<file path="src/rtl/ascii_7seg.sv">
// Registered ASCII-to-seven-segment decoder for a single display digit.
// Optional macro ASCII7SEG_ALPHA_EN adds H, L, P, U, O, n, r, t (case-insensitive).
module ascii_7seg #(
  parameter bit ACTIVE_LOW = 1'b1
) (
  input  logic       clk,
  input  logic       reset,
  input  logic [7:0] ascii_code,
  input  logic       ascii_valid,
  output logic [6:0] hex_seg,
  output logic       seg_valid,
  output logic       unsupported
);

  localparam logic [6:0] SEG_BLANK = 7'h00;
  localparam logic [6:0] SEG_DASH  = 7'h40;

  // Letters are matched in upper case; only a..z are folded so digits and symbols pass through.
  function automatic logic [7:0] fold_case(input logic [7:0] c);
    if (c >= 8'h61 && c <= 8'h7A) begin
      return c - 8'h20;
    end
    return c;
  endfunction

  // Returns {unsupported, segments g..a} with segments active-high.
  function automatic logic [7:0] decode(input logic [7:0] c);
    logic [7:0] r;
    case (c)
      8'h30:   r = {1'b0, 7'h3F};
      8'h31:   r = {1'b0, 7'h06};
      8'h32:   r = {1'b0, 7'h5B};
      8'h33:   r = {1'b0, 7'h4F};
      8'h34:   r = {1'b0, 7'h66};
      8'h35:   r = {1'b0, 7'h6D};
      8'h36:   r = {1'b0, 7'h7D};
      8'h37:   r = {1'b0, 7'h07};
      8'h38:   r = {1'b0, 7'h7F};
      8'h39:   r = {1'b0, 7'h6F};
      8'h41:   r = {1'b0, 7'h77};
      8'h42:   r = {1'b0, 7'h7C};
      8'h43:   r = {1'b0, 7'h39};
      8'h44:   r = {1'b0, 7'h5E};
      8'h45:   r = {1'b0, 7'h79};
      8'h46:   r = {1'b0, 7'h71};
      8'h20:   r = {1'b0, SEG_BLANK};
      8'h2D:   r = {1'b0, SEG_DASH};
`ifdef ASCII7SEG_ALPHA_EN
      8'h48:   r = {1'b0, 7'h76};
      8'h4C:   r = {1'b0, 7'h38};
      8'h50:   r = {1'b0, 7'h73};
      8'h55:   r = {1'b0, 7'h3E};
      8'h4F:   r = {1'b0, 7'h3F};
      8'h4E:   r = {1'b0, 7'h54};
      8'h52:   r = {1'b0, 7'h50};
      8'h54:   r = {1'b0, 7'h78};
`endif
      default: r = {1'b1, SEG_DASH};
    endcase
    return r;
  endfunction

  function automatic logic [6:0] drive_level(input logic [6:0] seg);
    return ACTIVE_LOW ? ~seg : seg;
  endfunction

  logic [7:0] w_folded;
  logic [7:0] w_decoded;

  assign w_folded  = fold_case(ascii_code);
  assign w_decoded = decode(w_folded);

  logic [6:0] r_hex_seg;
  logic       r_seg_valid;
  logic       r_unsupported;

  // Output register stage: one cycle from strobe to display.
  always_ff @(posedge clk) begin
    if (reset) begin
      r_hex_seg     <= drive_level(SEG_BLANK);
      r_seg_valid   <= 1'b0;
      r_unsupported <= 1'b0;
    end else begin
      r_seg_valid <= ascii_valid;
      if (ascii_valid) begin
        r_hex_seg     <= drive_level(w_decoded[6:0]);
        r_unsupported <= w_decoded[7];
      end
    end
  end

  assign hex_seg     = r_hex_seg;
  assign seg_valid   = r_seg_valid;
  assign unsupported = r_unsupported;

endmodule

</file>
<file path="config.mk">
export PLATFORM = sky130hd
export DESIGN_NAME = ascii_7seg
export DESIGN_NICKNAME = d
export VERILOG_FILES = /design/src/rtl/ascii_7seg.sv
export SDC_FILE = /design/constraint.sdc
export NUM_CORES = 1
export LEC_CHECK = 0
export ABC_AREA = 1
export CAP_MARGIN = 20
export CELL_PAD_IN_SITES_DETAIL_PLACEMENT = 1
export CELL_PAD_IN_SITES_GLOBAL_PLACEMENT = 1
export CORE_ASPECT_RATIO = 0.75
export CORE_MARGIN = 10
export CORE_UTILIZATION = 34
export DETAILED_ROUTE_END_ITERATION = 12
export PLACE_DENSITY_LB_ADDON = 0.1
export SLEW_MARGIN = 20
export SYNTH_ARGS = -nofsm -noshare
export SYNTH_HDL_FRONTEND = slang
export SYNTH_SLANG_ARGS = --single-unit
</file>
<file path="constraint.sdc">
create_clock -name clk -period 2 [get_ports clk]
set_input_delay 0.4 -clock clk [delete_from_list [all_inputs] [get_ports clk]]
set_output_delay 0.4 -clock clk [all_outputs]
set_load 0.1 [all_outputs]
</file>
==> impl_metrics.toml <==
[die]
fp.dieH_um = 64.0
start_util = 0.367
ios = 20
core_um2 = 2380
rows = 15
dieArea_um2 = 5030
die_w_um = 78.6

[synth]
synth_top_area_share = 0.206
yosysSeqAreaShare = 0.206
synthSimpleGateAreaFrac = 0.517
synth_xor_area_frac = 0
synth-adder-area-share = 0.0143
yosys-top-cells-area = "dfxtp_1 21%, nand2_1 10%, nor2_1 8.6%"
synth_compound_area_frac = 0.171
ys_seq_elements = 9
synth_area_um2 = 876
yosysTopAreaCell = "dfxtp_1"
synth_cells = 137
ys_types = 28
syn_nets = 149
avgSynthCellArea_um2 = 6.39
synthMuxAreaShare = 0
yosys_warnings = 0
synth_top_family_by_area = "simple AND/OR/NAND/NOR gates"

[power_and_ir_drop]
power.leakage_nw = 0.737
netSwitchingFraction = 0.433
p_clk_frac = 0.232
p_int_w = 0.000369
power_frac_comb = 0.467
p_sw_w = 0.000281
seqPwrFrac = 0.302
p_per_area_nw_per_um2 = 452
vdd_drop_max_mv = 0.299

[cells_and_area]
layout_commonest_cell = "buf_4"
drive_gt1_frac = 0.434
syn_to_final_growth_pct = 64.1
final_cell_mix = "38 x buf_4, 21 x nand2_1, 17 x nor2_1"
final_cells = 223
final_nets = 202
diodes = 0

[worst_setup_path]
reg2reg_depth = 2
required_ps = 2150
crit_type = "in2reg"
cp_max_fo = 7
arrival_ps = 2100
cp-start-kind = "input pin"
critPathCaptureType = "register"

[clocking]
clockBufferDepth = 2
cts_root_buf = "clkbuf_4"
tritoncts = "yes"
clock_sinks = 9
numCtsBuffers = 3
path_clk_slew_ps = 60
htree_levels = 1
clk_latency_ps = 260

[hold_path]
whs_path_depth = 2
hold_path.class = "reg2reg"

[grt]
grt_pass1_wl_um = 4910
grt-ovfl-total = 0
grt_pass1_vias = 1077
grt_max_degree = 12
grt_usage = 0.116
antenna_found_initial = 0

[drt]
wire_per_inst_um = 17.5
drtPass1Iterations = 4
dr.first_iter.drc_count = 59
route.detailed.drc = 0
via_per_inst = 5.39
ant_nets = 0
drt-total-wl_um = 3900
num_vias = 1201

[timing]
setup_slack_ps = 53.0
holdWs_ps = 477
finalHoldViolCount = 0
min_period_over_period = 0.973
tightest_slew_ps = 385
min_period_ps = 1950
final_max_slew_viol_count = 0
finClkSkew_ps = 0
relSlewSlack = 0.743
fmax_mhz = 514
setup_viol = 0

[place]
place.gp.congestion = 0.879
io_buffers = 19
dp_hpwl_um = 2540
place_ws_ps = -339
placed_cells = 214

[run]
max_cap_violations = 0

[run_status]
status = "finished, final reports clean"
-- synth_stat cells --
master    number
nor3_2         1
o31ai_1        3
nor2_1        20
o21ai_1        3
nand4_1        3
nor2_8         1
buf_2          1
nand3b_1       2
nand2_2        4
dfxtp_1        9
nor3_1         2
nand2_4        2
clkbuf_1       1
nand4_2        1
nor2_4         2
nand3_2        3
a221oi_1       1
a21oi_1       10
inv_1         13
o21ai_0        3
nand2_1       24
a21oi_2        1
inv_2          6
o211ai_1       4
nor2_2         5
nand2_8        1
ha_1           1
nand3_1       10
-- critical path, cell delays in order --
cell,delay (ps)
clkdlybuf4s50_1,490
buf_4,150
nand2_4,80
nand3_4,100
nand2_2,100
nor2_4,230
nand2_8,110
inv_4,70
nand2_1,50
nand2_1,120
nor2_2,60
nand3_1,80
nand2_1,60
-- cell type report --
| cell class | count | area, um^2 |
|---|---|---|
| Tap cell | 34 | 42.5 |
| Sequential cell | 9 | 180 |
| Timing Repair Buffer | 50 | 422 |
| Inverter | 19 | 73.8 |
| Clock buffer | 4 | 26.3 |
| Multi-Input combinational cell | 107 | 693 |
| Fill cell | 332 | 946 |
-- through the flow --
stage	setup TNS, ps	instance area (um^2)	total power, W	utilization
after floorplan	0	876	0.000371	-
after global placement	-1710	1270	0.000465	0.534
after detailed placement	-2360	1270	0.000471	0.534
after CTS	0	1310	0.000615	0.548
after global routing	-46.7	1440	0.000689	0.603
final	0	1440	0.000651	0.603
-- final timing paths --
check	startpoint	end	slack, ps
setup / recovery	ascii_code[4]	hex_seg[2]$_SDFFE_PP1P_	50
hold / removal	hex_seg[0]$_SDFFE_PP1P_	hex_seg[0]$_SDFFE_PP1P_	480
setup reg to reg	hex_seg[1]$_SDFFE_PP1P_	hex_seg[1]$_SDFFE_PP1P_	1250
hold reg to reg	hex_seg[0]$_SDFFE_PP1P_	hex_seg[0]$_SDFFE_PP1P_	480
-- cells by family after synthesis --
group | after synthesis
AND/OR/NAND/NOR | 81
AO/OA/AOI/OAI | 25
buffers and inverters | 21
flip-flops | 9
adder cells (fa/ha/maj) | 1
-- power groups by stage --
stage | Clock [W] | Sequential, W | Combinational, W
after floorplan | 0 | 0.000278 | 0.0000934
after global placement | 0 | 0.000199 | 0.000266
after detailed placement | 0 | 0.000200 | 0.000272
after CTS | 0.000146 | 0.000196 | 0.000273
after global routing | 0.000172 | 0.000198 | 0.000320
final | 0.000151 | 0.000196 | 0.000304
-- flip-flops by register name, indices dropped and copies added, names as in the netlist --
name,flops
hex_seg,7
seg_valid,1
unsupported,1
-- repair_timing --
item | CTS | global route
pin swaps | 3 | 7
endpoints found under the setup margin | 6 | 7
hold buffers | 0 | 0
gates cloned | 0 | 0
gates resized for setup | 4 | 25
buffers inserted | 0 | 5
hold endpoints to repair | 0 | 0
-- layer usage --
metal  GRT usage  share of wire
met4      0.0268          0.026
met5           0              0
met2       0.185           0.48
met3      0.0279          0.036
met1       0.154           0.46
(Power assumes the default switching activity.)
